File: config.mk
export PLATFORM = sky130hd
export DESIGN_NAME = platform_field
export DESIGN_NICKNAME = d
export VERILOG_FILES = /design/src/rtl/platform_pkg.sv /design/src/rtl/platform_field_lfsr16.sv /design/src/rtl/platform_field.sv
export SDC_FILE = /design/constraint.sdc
export NUM_CORES = 1
export LEC_CHECK = 0
export ABC_AREA = 1
export CAP_MARGIN = 20
export CORE_ASPECT_RATIO = 0.5
export CORE_MARGIN = 8
export CORE_UTILIZATION = 31
export CTS_CLUSTER_DIAMETER = 200
export CTS_CLUSTER_SIZE = 40
export DETAILED_ROUTE_END_ITERATION = 8
export PLACE_DENSITY = 0.47
export SLEW_MARGIN = 40
export SYNTH_ARGS = -nofsm -noshare
export SYNTH_HDL_FRONTEND = slang
export SYNTH_HIERARCHICAL = 1
export SYNTH_SLANG_ARGS = --single-unit
File: constraint.sdc
create_clock -name clk -period 6 [get_ports clk]
set_input_delay 1.2 -clock clk [delete_from_list [all_inputs] [get_ports clk]]
set_output_delay 1.2 -clock clk [all_outputs]
set_load 0.05 [all_outputs]
File: src/rtl/platform_pkg.sv
// Shared types and constants for the platform field: slot record, pass FSM states,
// and the respawn x mapping from LFSR state into the legal x window.
`timescale 1ns/1ps
package platform_pkg;

    typedef struct packed {
        logic [10:0] x;
        logic [10:0] y;
    } plat_t;

    typedef enum logic [1:0] {IDLE, SCROLL, SEARCH, COMMIT} state_t;

    localparam logic [9:0]  FLOOR_Y  = 10'd767;
    localparam logic [10:0] DOODLE_H = 11'd80;

    // Folds the low LFSR byte (0..255) onto 0..span-1 with one conditional subtract.
    function automatic logic [10:0] respawnX(input logic [15:0] lfsrState,
                                             input logic [10:0] xMin,
                                             input logic [10:0] span);
        logic [10:0] r;
        r = {3'b000, lfsrState[7:0]};
        return xMin + ((r >= span) ? (r - span) : r);
    endfunction

endpackage

File: src/rtl/platform_field_lfsr16.sv
// 16-bit Fibonacci LFSR (taps 16,14,13,11) that advances only when step is high.
`timescale 1ns/1ps
module lfsr16 #(
    parameter logic [15:0] SEED = 16'hACE1
) (
    input  logic        clk,
    input  logic        rst,
    input  logic        step,
    output logic [15:0] q
);

    logic [15:0] lfsr_q, lfsr_d;

    always_comb begin
        lfsr_d = lfsr_q;
        if (step) begin
            lfsr_d = {lfsr_q[14:0], lfsr_q[15] ^ lfsr_q[13] ^ lfsr_q[12] ^ lfsr_q[10]};
        end
    end

    always_ff @(posedge clk) begin
        if (rst) begin
            lfsr_q <= SEED;
        end else begin
            lfsr_q <= lfsr_d;
        end
    end

    assign q = lfsr_q;

endmodule

File: src/rtl/platform_field.sv
// Platform slots for the playfield: per-frame scroll/respawn, landing search for the
// doodle, and a registered pixel path for the compositor.
`timescale 1ns/1ps
module platform_field
    import platform_pkg::*;
#(
    parameter int          NUM_PLAT    = 8,
    parameter int          PLAT_W      = 100,
    parameter int          PLAT_H      = 30,
    parameter int          SPACING     = 90,
    parameter int          FIELD_X_MIN = 301,
    parameter int          X_SPAN      = 241,
    parameter int          SCREEN_H    = 768,
    parameter int          SCROLL_LINE = 300,
    parameter int          MAX_SHIFT   = 32,
    parameter int          FPS         = 50,
    parameter int          CLK         = 50000000,
    parameter logic [15:0] SEED        = 16'hACE1,
    parameter logic [11:0] PLAT_COLOR  = 12'h4C2
) (
    input  logic            clk,
    input  logic            rst,
    input  logic [10:0]     doodle_x,
    input  logic [9:0]      doodle_y,
    input  logic [10:0]     beam_x,
    input  logic [9:0]      beam_y,
    output logic [1:0][9:0] ground,
    output logic [2:0][3:0] color,
    output logic            is_transparent,
    output logic [15:0]     score,
    output logic            fell
);

    localparam int          TICKS     = CLK / FPS;
    localparam int          CW        = (TICKS > 1) ? $clog2(TICKS) : 1;
    localparam int          IW        = (NUM_PLAT > 1) ? $clog2(NUM_PLAT) : 1;
    localparam logic [10:0] RESPAWN_W = 11'(NUM_PLAT * SPACING);
    localparam logic [10:0] SCREEN_W  = 11'(SCREEN_H);
    localparam logic [10:0] LINE_W    = 11'(SCROLL_LINE);
    localparam logic [10:0] MAXSH_W   = 11'(MAX_SHIFT);
    localparam logic [10:0] PLATW_W   = 11'(PLAT_W);
    localparam logic [10:0] PLATH_W   = 11'(PLAT_H);
    localparam logic [10:0] XMIN_W    = 11'(FIELD_X_MIN);
    localparam logic [10:0] SPAN_W    = 11'(X_SPAN);
    localparam logic [9:0]  FELL_Y    = 10'(SCREEN_H - 80);

    logic [CW-1:0] frameCnt_q;
    logic          tick;

    state_t        state_q, state_d;
    logic [IW-1:0] idx_q;
    logic          lastSlot;
    logic          startPass, scrollEn, searchEn, commitEn;

    logic [10:0]   shiftNew, shift_q, dx_q;
    logic [9:0]    dy_q;
    logic [15:0]   score_q;
    logic          floorActive_q, fell_q;

    plat_t         slots_q [NUM_PLAT];
    plat_t         cur, slot_d;
    logic [10:0]   ny;
    logic          respawn;
    logic [15:0]   lfsrQ;

    logic          candidate, better, found_q;
    logic [9:0]    bestX_q;
    logic [10:0]   bestY_q;
    logic [1:0][9:0] ground_q;

    logic          hit;
    logic [11:0]   color_q;
    logic          transparent_q;

    // Frame tick: one-cycle pulse as the counter wraps.
    assign tick = (frameCnt_q == CW'(TICKS - 1));

    always_ff @(posedge clk) begin
        if (rst) begin
            frameCnt_q <= '0;
        end else begin
            frameCnt_q <= tick ? '0 : frameCnt_q + CW'(1);
        end
    end

    assign lastSlot = (idx_q == IW'(NUM_PLAT - 1));

    always_ff @(posedge clk) begin
        if (rst) begin
            state_q <= IDLE;
        end else begin
            state_q <= state_d;
        end
    end

    always_comb begin
        state_d = state_q;
        unique case (state_q)
            IDLE:    if (tick)     state_d = SCROLL;
            SCROLL:  if (lastSlot) state_d = SEARCH;
            SEARCH:  if (lastSlot) state_d = COMMIT;
            COMMIT:                state_d = IDLE;
            default:               state_d = IDLE;
        endcase
    end

    always_comb begin
        startPass = (state_q == IDLE) && tick;
        scrollEn  = (state_q == SCROLL);
        searchEn  = (state_q == SEARCH);
        commitEn  = (state_q == COMMIT);
    end

    always_ff @(posedge clk) begin
        if (rst) begin
            idx_q <= '0;
        end else if ((scrollEn || searchEn) && !lastSlot) begin
            idx_q <= idx_q + IW'(1);
        end else begin
            idx_q <= '0;
        end
    end

    always_comb begin
        shiftNew = '0;
        if ({1'b0, doodle_y} < LINE_W) begin
            shiftNew = LINE_W - {1'b0, doodle_y};
            if (shiftNew > MAXSH_W) begin
                shiftNew = MAXSH_W;
            end
        end
    end

    // Doodle position and shift are frozen for the whole pass; any scroll retires the floor.
    always_ff @(posedge clk) begin
        if (rst) begin
            shift_q       <= '0;
            dx_q          <= '0;
            dy_q          <= '0;
            score_q       <= '0;
            floorActive_q <= 1'b1;
        end else if (startPass) begin
            shift_q <= shiftNew;
            dx_q    <= doodle_x;
            dy_q    <= doodle_y;
            if (shiftNew != '0) begin
                score_q       <= score_q + 16'(shiftNew);
                floorActive_q <= 1'b0;
            end
        end
    end

    lfsr16 #(.SEED(SEED)) uLfsr (
        .clk  (clk),
        .rst  (rst),
        .step (respawn),
        .q    (lfsrQ)
    );

    always_comb begin
        cur      = slots_q[idx_q];
        ny       = cur.y + shift_q;
        respawn  = scrollEn && (ny >= SCREEN_W);
        slot_d.x = respawn ? respawnX(lfsrQ, XMIN_W, SPAN_W) : cur.x;
        slot_d.y = respawn ? (ny - RESPAWN_W) : ny;
    end

    always_ff @(posedge clk) begin
        if (rst) begin
            for (int i = 0; i < NUM_PLAT; i++) begin
                slots_q[i].x <= 11'(FIELD_X_MIN + 40 * i);
                slots_q[i].y <= 11'(680 - SPACING * i);
            end
        end else if (scrollEn) begin
            slots_q[idx_q] <= slot_d;
        end
    end

    // Topmost landable slot wins; strict compare keeps the lower index on ties.
    always_comb begin
        candidate = searchEn
                 && (cur.x <= dx_q)
                 && (dx_q <= cur.x + PLATW_W - 11'd1)
                 && (cur.y + PLATH_W >= {1'b0, dy_q} + DOODLE_H);
        better    = candidate && (!found_q || (cur.y < bestY_q));
    end

    always_ff @(posedge clk) begin
        if (rst) begin
            found_q <= 1'b0;
            bestX_q <= '0;
            bestY_q <= '0;
        end else if (startPass) begin
            found_q <= 1'b0;
        end else if (better) begin
            found_q <= 1'b1;
            bestX_q <= cur.x[9:0];
            bestY_q <= cur.y;
        end
    end

    always_ff @(posedge clk) begin
        if (rst) begin
            ground_q[0] <= FLOOR_Y;
            ground_q[1] <= '0;
            fell_q      <= 1'b0;
        end else if (commitEn) begin
            if (found_q) begin
                ground_q[0] <= bestY_q[9:0];
                ground_q[1] <= bestX_q;
            end else if (floorActive_q) begin
                ground_q[0] <= FLOOR_Y;
                ground_q[1] <= '0;
            end else begin
                ground_q[0] <= '0;
                ground_q[1] <= '0;
            end
            if (!floorActive_q && (dy_q >= FELL_Y)) begin
                fell_q <= 1'b1;
            end
        end
    end

    always_comb begin
        hit = 1'b0;
        for (int i = 0; i < NUM_PLAT; i++) begin
            if ((slots_q[i].x <= beam_x) && (beam_x < slots_q[i].x + PLATW_W)
                && (slots_q[i].y <= {1'b0, beam_y})
                && ({1'b0, beam_y} < slots_q[i].y + PLATH_W)
                && (slots_q[i].y < SCREEN_W)) begin
                hit = 1'b1;
            end
        end
    end

    always_ff @(posedge clk) begin
        if (rst) begin
            color_q       <= '0;
            transparent_q <= 1'b1;
        end else begin
            color_q       <= hit ? PLAT_COLOR : 12'h000;
            transparent_q <= !hit;
        end
    end

    assign ground         = ground_q;
    assign color          = color_q;
    assign is_transparent = transparent_q;
    assign score          = score_q;
    assign fell           = fell_q;

endmodule
==> metrics list, run 1 <==
- For the final routed database, the setup TNS stands at 0 ns.
- Yosys warns: 6
* Critical path data arrival time: 5.77 ns
- Minimum clock period: 5.37 ns
* Post-route non-filler standard cell count: 4645
- Leakage dissipation: 0.0131 µW
- Syn Area/Cell: 7.62 µm²
* Netlist area before placement: 0.0263 mm²
* Post-CTS setup-driven buffer insertion count: 0
- The number of antenna violations at the first check in global routing came to 0.
- Worst-Skew Late Latency: 0.55 ns
- From synthesis to final layout, the design area changed by 9.67%.
- Multi-input gate area in the final layout: 0.0163 mm²
* Global-route usage over all layers: 0.193
* Leading cell types by total area after synthesis: sky130_fd_sc_hd__ha_1 21%, sky130_fd_sc_hd__edfxtp_1 20%, sky130_fd_sc_hd__nand2_1 11%
* Status: finished, final reports clean
* Required time at the worst-slack endpoint: 6.40 ns
- Post-route fraction of the period consumed by the critical path: 0.894
- STA classifies the critical path endpoint as a flip-flop.
* Clk Tree Root Cell: sky130_fd_sc_hd__clkbuf_16
- Startpoint of the most critical register-to-register path: idx_q[0]
- Post-Place Cells: 4629
* Post-synth cell types: 55
* Source of the critical timing path: idx_q[0]
* Fraction of synthesized cell area taken by the top area cell type: 0.206
- Between clock sinks in the finished design, the worst skew comes to 0.0365 ns.
* Starting DRC count in detailed routing: 2240
- Counting the buffers created by CTS gives 11.
* Class of the most critical setup path: reg2reg
- The sequential cells in the finished layout cover a total of 0.00799 mm².
- Number of max-slew violations in the final report: 0
- Routability-driven placement congestion ratio: 0.914
- The number of gates resized after CTS was 0.
- Mean number of vias per cell: 5.10
- WL/cell: 20.5 µm
- Setup repair after global routing left no endpoint under its margin.
- Number of I/O pins: 94
- Pin count of the biggest net entering global routing: 42
* Overall via count from detail_route: 23700
* Final Setup Violations: 0
* Ranking of synthesized cells by instance count: 760 x sky130_fd_sc_hd__nand2_1, 432 x sky130_fd_sc_hd__ha_1, 419 x sky130_fd_sc_hd__inv_1, 348 x sky130_fd_sc_hd__nor2_1, 285 x sky130_fd_sc_hd__a21oi_1
- Overall routed net length: 95200 µm
* Clock transition at the registers of the reported paths: 0.17 ns
- Summing internal, switching and leakage power gives 6670 µW.
* Overflow left after global routing: 0
- Area of the core: 0.0839 mm²
- Hold-fix buffer count after cts: 0
- The most used flip-flop cell after synthesis is sky130_fd_sc_hd__edfxtp_1.
- Number of standard cells after synthesis: 3445
- Yosys reg bits: 311
- For this configuration, the core starts out at a cell density of 0.313.
- The die is 428 µm wide.
* Worst R2R End: slots_q[6][16]
- Measured against its own limit, the worst slew margin works out to 0.429.
* Register-to-Register Path Depth: 21
- STA classifies the critical path startpoint as a flip-flop.
* # fillers: 9005
- Maximum level of the CTS H-tree: 1
* Hold WC Path Type: reg2reg
- The number of global-route vias before repair came to 22700.
- Count of max-cap constraint violations: 0
* Worst slew pin tran: 0.855 ns
* Row count: 75
* Number of antenna cells inserted: 0
- TritonCTS clock tree: yes
- For this run, design rule violations remaining after detail routing come to 0.
- By instance count, the leading cell after synthesis is sky130_fd_sc_hd__nand2_1.
- The net count of the finished layout is 4004.
- Yosys mapped a number of flops with a built-in enable equal to 176.
- Pwr per Cell Area: 231 mW/mm²
* Clock buffer depth: 3
- Across all register-to-register paths, the minimum setup slack is 0.63 ns.
- Endpoint of the worst setup timing path: slots_q[6][16]
- Count of final hold-check violations: 0
* Share of layout cells above drive strength 1: 0.0295
* Crit path max fanout: 25
* Async S/R FF share, synth: 0
* 1st-pass router iterations: 5
- The floorplan step defined a die boundary enclosing 0.0948 mm².
- Share of synthesized area occupied by flip-flops and latches: 0.304
- Timing would allow up to 186 MHz.
- For this design, the sink count on the clock tree is 311.
- IR analysis of the VDD net gives a maximum drop of 0.205 mV.
- Final ANT Viol Nets: 0
- The first global-routing pass estimated 141000 µm of wire.
- In this run the tool buffered the top-level ports with 85 buffer cells.
- Height of the die: 222 µm
- Cell type with the highest aggregate area in the netlist: sky130_fd_sc_hd__ha_1
- The HPWL after detailed placement is 75100 µm.
## layout by cell type (no fill, tap or decap), types with 4 or more instances in the layout
master,synthesis,final
sky130_fd_sc_hd__nand2_1,760,756
sky130_fd_sc_hd__ha_1,432,432
sky130_fd_sc_hd__inv_1,419,418
sky130_fd_sc_hd__nor2_1,348,346
sky130_fd_sc_hd__a21oi_1,285,285
sky130_fd_sc_hd__nand3_1,229,229
sky130_fd_sc_hd__edfxtp_1,176,176
sky130_fd_sc_hd__dfxtp_1,135,135
sky130_fd_sc_hd__xor2_1,112,112
sky130_fd_sc_hd__o21ai_0,103,103
sky130_fd_sc_hd__clkdlybuf4s50_1,0,85
sky130_fd_sc_hd__nand4_1,55,55
sky130_fd_sc_hd__o22ai_1,46,46
sky130_fd_sc_hd__buf_4,15,42
sky130_fd_sc_hd__xnor2_1,41,41
sky130_fd_sc_hd__nor3_1,38,38
sky130_fd_sc_hd__o21a_1,24,24
sky130_fd_sc_hd__a221oi_1,22,22
sky130_fd_sc_hd__nand2_2,14,18
sky130_fd_sc_hd__nand3b_1,18,18
sky130_fd_sc_hd__o211ai_1,13,13
sky130_fd_sc_hd__a21o_1,13,13
sky130_fd_sc_hd__conb_1,1,13
sky130_fd_sc_hd__clkbuf_16,0,11
sky130_fd_sc_hd__inv_2,7,8
sky130_fd_sc_hd__o21bai_1,8,8
sky130_fd_sc_hd__nor4_1,8,8
sky130_fd_sc_hd__a211oi_1,6,6
sky130_fd_sc_hd__o21ai_2,6,6
sky130_fd_sc_hd__nand3_2,5,5
sky130_fd_sc_hd__a22oi_1,5,5
sky130_fd_sc_hd__a22o_1,5,5
sky130_fd_sc_hd__o21ai_1,5,5
sky130_fd_sc_hd__and3_1,5,5
sky130_fd_sc_hd__nor3b_1,5,5
sky130_fd_sc_hd__or2_2,4,4
sky130_fd_sc_hd__clkbuf_1,30,4
## flip-flops by register name, summed over array words and instances, names as in the netlist, 2 cells and up
signal      cells
bestX_q        10
bestY_q        11
dx_q           11
dy_q           10
frameCnt_q     20
ground         20
idx_q           3
score          16
shift_q        11
slots_q       176
state_q         2
uLfsr/q        16
## cell families (layout without fill, tap and decap cells)
family	count (synthesis)	after routing	synth area share
flops	311	311	0.304
compound gates	553	553	0.121
other cells	1	13	0.000143
simple gates	1492	1492	0.240
buf+inv	500	572	0.0762
fa+ha+maj	434	434	0.207
xor+xnor	154	154	0.0516
## per-stage QoR
| stage | utilization | hold slack, ns | instance area [µm²] | worst slack, ns |
|---|---|---|---|---|
| floorplan | - | 0.413 | 26300 | 1.99 |
| finish | 0.343 | 0.446 | 28800 | 0.634 |
| global placement | 0.340 | 0.432 | 28500 | 0.895 |
| global route | 0.343 | 0.464 | 28800 | 0.200 |
| detailed placement | 0.340 | 0.430 | 28500 | 0.759 |
| CTS | 0.343 | 0.452 | 28800 | 0.726 |
## layer usage
layer  up-vias  part of all wire  track usage
li1      11700                 -            -
met1     11200              0.47        0.275
met2       675              0.44        0.310
met3        83             0.066       0.0289
met4         0             0.020       0.0376
met5         -                 0            0
## worst min-delay path by stage
stage	start	to	slack (ns)	depth (start not counted)
after floorplan	shift_q[6]	shift_q[6]	0.41	2
after global placement	floorActive_q	floorActive_q	0.43	2
after detailed placement	shift_q[8]	shift_q[8]	0.43	2
after CTS	shift_q[8]	shift_q[8]	0.45	2
after global routing	shift_q[8]	shift_q[8]	0.46	2
final	shift_q[8]	shift_q[8]	0.45	2
## power by group
part / switching [µW] / internal [µW] / total [µW] / leakage (µW)
Sequential: 136 / 2370 / 2500 / 0.00264
Combinational: 2190 / 909 / 3100 / 0.0103
Clock: 711 / 352 / 1060 / 0.000146
## worst max-delay path, stage by stage (launching register included)
cell,delay (ns)
sky130_fd_sc_hd__dfxtp_1,0.68
sky130_fd_sc_hd__inv_2,0.15
sky130_fd_sc_hd__nand2_4,0.19
sky130_fd_sc_hd__inv_1,0.25
sky130_fd_sc_hd__a221oi_1,0.80
sky130_fd_sc_hd__nand2_1,0.32
sky130_fd_sc_hd__inv_1,0.31
sky130_fd_sc_hd__fa_1,0.31
sky130_fd_sc_hd__inv_1,0.07
sky130_fd_sc_hd__nand2_1,0.06
sky130_fd_sc_hd__nand3_1,0.12
sky130_fd_sc_hd__nand3_1,0.12
sky130_fd_sc_hd__nand2_1,0.06
sky130_fd_sc_hd__nand2_1,0.05
sky130_fd_sc_hd__nand2_1,0.11
sky130_fd_sc_hd__inv_2,0.10
sky130_fd_sc_hd__nand2_1,0.06
sky130_fd_sc_hd__nand2_2,0.13
sky130_fd_sc_hd__nand2_4,0.24
sky130_fd_sc_hd__inv_2,0.48
sky130_fd_sc_hd__nand2_1,0.36
sky130_fd_sc_hd__a21oi_1,0.23
## cell type report
type,count,area share
well taps,1116,0.0485
repair buffers,127,0.0405
flip-flops and latches,311,0.277
clock buffers,15,0.0101
clock inverters,1,0.000391
multi-input cells,2646,0.567
inverters,429,0.0561
Power figures use the tool's default switching activity.
==> run 2: changes to the inputs <==
- SLEW_MARGIN: 40 -> default
- clock period: 6 -> 5.75 ns (I/O delays scaled with it)
==> run 2 against run 1 <==
Effect of this change:
- final cell count rose by 0.43%
- wire length shrank 1.0%
- final area increased by 0.70%
- clock skew shrank 0.0055 ns
- clock power rose by 4%
- sequential power increased by 4%
- non-clock buffer count grew 20
- via count grew 0.45%
- sequential share of layout area shrank 0.19 points
- core utilization grew 0.24 points
- worst hold slack gained 0.00053 ns
- combinational power increased by 6%
- critical path type unchanged
==> metrics list, run 2 (synthesis results as in run 1) <==
- Pin count of the biggest net entering global routing: 42
* 1st-pass router iterations: 6
- After detailed routing, the number of remaining DRC violations is 0.
- Share of layout cells above drive strength 1: 0.0338
- Leakage dissipation: 0.0132 µW
- In this run, the number of DRC markers left after iteration 0 of detailed routing was 1901.
- Count of final hold-check violations: 0
- Post-layout nets: 4024
- In this run the clock root is driven by a sky130_fd_sc_hd__clkbuf_16.
* WL/cell: 20.2 µm
- VDD sags by at most 0.199 mV.
- Final Skew: 0.0310 ns
* Maximum level of the CTS H-tree: 1
- Dividing the final minimum period by the clock period gives 0.931.
* Status: finished, final reports clean
- Area added between synthesis and finish: 10.4%
- Crit path max fanout: 25
- Required time at the worst-slack endpoint: 6.04 ns
- Of the total power, combinational logic draws 0.470.
- In this design, the largest share of critical-path delay is due to simple AND/OR/NAND/NOR gates.
- For this block, the routed nets add up to 94300 µm of wire.
- The first global-routing pass estimated 140000 µm of wire.
- TritonCTS built the clock tree.
- The largest single stage delay on the critical path is 0.76 ns.
- Prior to clock tree synthesis, the placed netlist has a worst setup slack of 0.529 ns.
- Worst-path cell chain: nor2_1 > nand2_2 > inv_1 > a221oi_1 > nand2_1 > ha_1 > inv_1 > nor3_1 > nand3_1 > nand3_1 > xor2_1 > inv_1 > nand2_1 > nand2_2 > nand2_4 > inv_2 > nand2_1 > nand3_1
- Overall via count from detail_route: 23800
- At the end of routability-driven placement, the weighted congestion stood at 0.901.
* Half-perimeter wire length after placement: 74900 µm
* Endpoint type of the worst setup path: flip-flop
* Share of total power in the clock network: 0.158
* Switching power: 3170 µW
* Number of cells on the critical path: 18
- The internal portion of the total power is 3810 µW.
* Final Setup Violations: 0
* Overall power: 6980 µW
- Sequential standard cell area: 0.00799 mm²
* Flip-flop count of the largest register, all copies and words added: 176
* Unrepaired setup endpoints after global routing: no
- Highest-count cells in the layout ignoring fill and taps: 760 x sky130_fd_sc_hd__nand2_1, 432 x sky130_fd_sc_hd__ha_1, 418 x sky130_fd_sc_hd__inv_1, 347 x sky130_fd_sc_hd__nor2_1, 285 x sky130_fd_sc_hd__a21oi_1
- The number of global-route vias before repair was 22800.
* Number of I/O pins: 94
- At the pin with the least slew margin, the transition time is 1.01 ns.
- Final ANT Viol Nets: 0
- Leaving out fill and tap cells, the most frequent cell in the layout is sky130_fd_sc_hd__nand2_1.
- Biggest register: slots_q
* Clock buffer depth: 3
- The floorplan has 75 rows.
* Maximum operating frequency: 187 MHz
* Global-route usage over all layers: 0.192
- Count of max-cap constraint violations: 0
* Overflow left after global routing: 0
* Worst slew margin relative to its limit: 0.327
- Adding up every negative setup slack in the final design gives 0 ns.
* Cts bufs inserted: 11
- The path class of the tightest hold or removal check is reg2reg.
- After floorplanning, the core was sized to cover 0.0839 mm².
* Worst path buffer plus inverter count: 4
- After filler insertion, the fill cell instance count of the layout stands at 8941.
* Pwr per Cell Area: 241 mW/mm²
* Clock transition at the registers of the reported paths: 0.16 ns
* Multi-input gate area in the final layout: 0.0163 mm²
- From bottom edge to top edge, the die measures 222 µm.
- Cells on Worst Hold Path: 2
* Mean number of vias per cell: 5.10
* X dimension of the die: 428 µm
* Sequential share of power: 0.372
* Register-to-Register Path Depth: 18
* Worst Slack Setup Final: 0.397 ns
- Initial standard-cell utilization of the core: 0.313
- Library cell contributing the largest single delay on the critical path: sky130_fd_sc_hd__a221oi_1
- Post-CTS setup-driven buffer insertion count: 0
* Count of buffers inserted at the top-level ports: 85
* Class of the most critical setup path: reg2reg
- The final number of max-transition violations is 0.
- The routed design could run at a clock period as short as 5.35 ns.
- STA puts the critical path data arrival time at 5.64 ns.
* Number of antenna cells inserted: 0
* Kind of start point of the critical path: flip-flop
- Die area: 0.0948 mm²
- Antenna violations before repair: 2
- Number of clock sinks: 311
* Worst-Skew Late Latency: 0.55 ns
- Switch share: 0.454
-- run 2: worst register-to-register path, cell delays in order, from the launching register on --
cell,delay (ns)
sky130_fd_sc_hd__dfxtp_1,0.57
sky130_fd_sc_hd__nor2_1,0.17
sky130_fd_sc_hd__nand2_2,0.22
sky130_fd_sc_hd__inv_1,0.30
sky130_fd_sc_hd__a221oi_1,0.77
sky130_fd_sc_hd__nand2_1,0.39
sky130_fd_sc_hd__ha_1,0.48
sky130_fd_sc_hd__inv_1,0.09
sky130_fd_sc_hd__nor3_1,0.24
sky130_fd_sc_hd__nand3_1,0.11
sky130_fd_sc_hd__nand3_1,0.12
sky130_fd_sc_hd__xor2_1,0.19
sky130_fd_sc_hd__inv_1,0.11
sky130_fd_sc_hd__nand2_1,0.08
sky130_fd_sc_hd__nand2_2,0.10
sky130_fd_sc_hd__nand2_4,0.31
sky130_fd_sc_hd__inv_2,0.31
sky130_fd_sc_hd__nand2_1,0.41
sky130_fd_sc_hd__nand3_1,0.13
-- run 2: what timing repair did --
| action | in CTS | in global routing |
|---|---|---|
| hold endpoints to repair | 0 | 0 |
| gates resized for setup | 0 | 2 |
| hold buffers | 0 | 0 |
| endpoints found under the setup margin | 0 | 6 |
-- run 2: worst paths after layout --
check / from / endpoint / slack, ns
setup / recovery: idx_q[1] / slots_q[1][9] / 0.40
hold reg to reg: shift_q[6] / shift_q[6] / 0.45
setup reg to reg: idx_q[1] / slots_q[1][9] / 0.40
hold / removal: shift_q[6] / shift_q[6] / 0.45
-- run 2: power by group through the flow --
stage	clock, µW	combinational (µW)	sequential, µW
3_3_place_gp	0	3160	2650
4_1_cts	1140	3210	2600
2_1_floorplan	0	2090	2630
5_1_grt	1190	3640	2620
6_report	1100	3280	2600
3_5_place_dp	0	3200	2650
-- run 2: cell type report --
| cell class | instances | share of cell area |
|---|---|---|
| multi-input cells | 2646 | 0.563 |
| inverters | 429 | 0.0557 |
| clock buffers | 15 | 0.0100 |
| flip-flops and latches | 311 | 0.275 |
| well taps | 1116 | 0.0481 |
| clock inverters | 1 | 0.000388 |
| repair buffers | 147 | 0.0472 |
-- run 2: metrics by stage --
step	utilization	hold WS, ns	cells	area, µm²
after floorplan	-	0.413	3457	26300
after global placement	0.341	0.428	4646	28600
after detailed placement	0.342	0.425	4648	28700
after CTS	0.345	0.448	4664	29000
after global routing	0.346	0.465	4665	29000
final	0.346	0.447	4665	29000
-- run 2: routing by layer --
metal | vias to the layer above | track usage | wire (µm)
li1 | 11800 | - | -
met1 | 11200 | 0.268 | 44100
met4 | 4 | 0.0446 | 2440
met5 | - | 0 | 16
met3 | 110 | 0.0361 | 6900
met2 | 684 | 0.304 | 40900
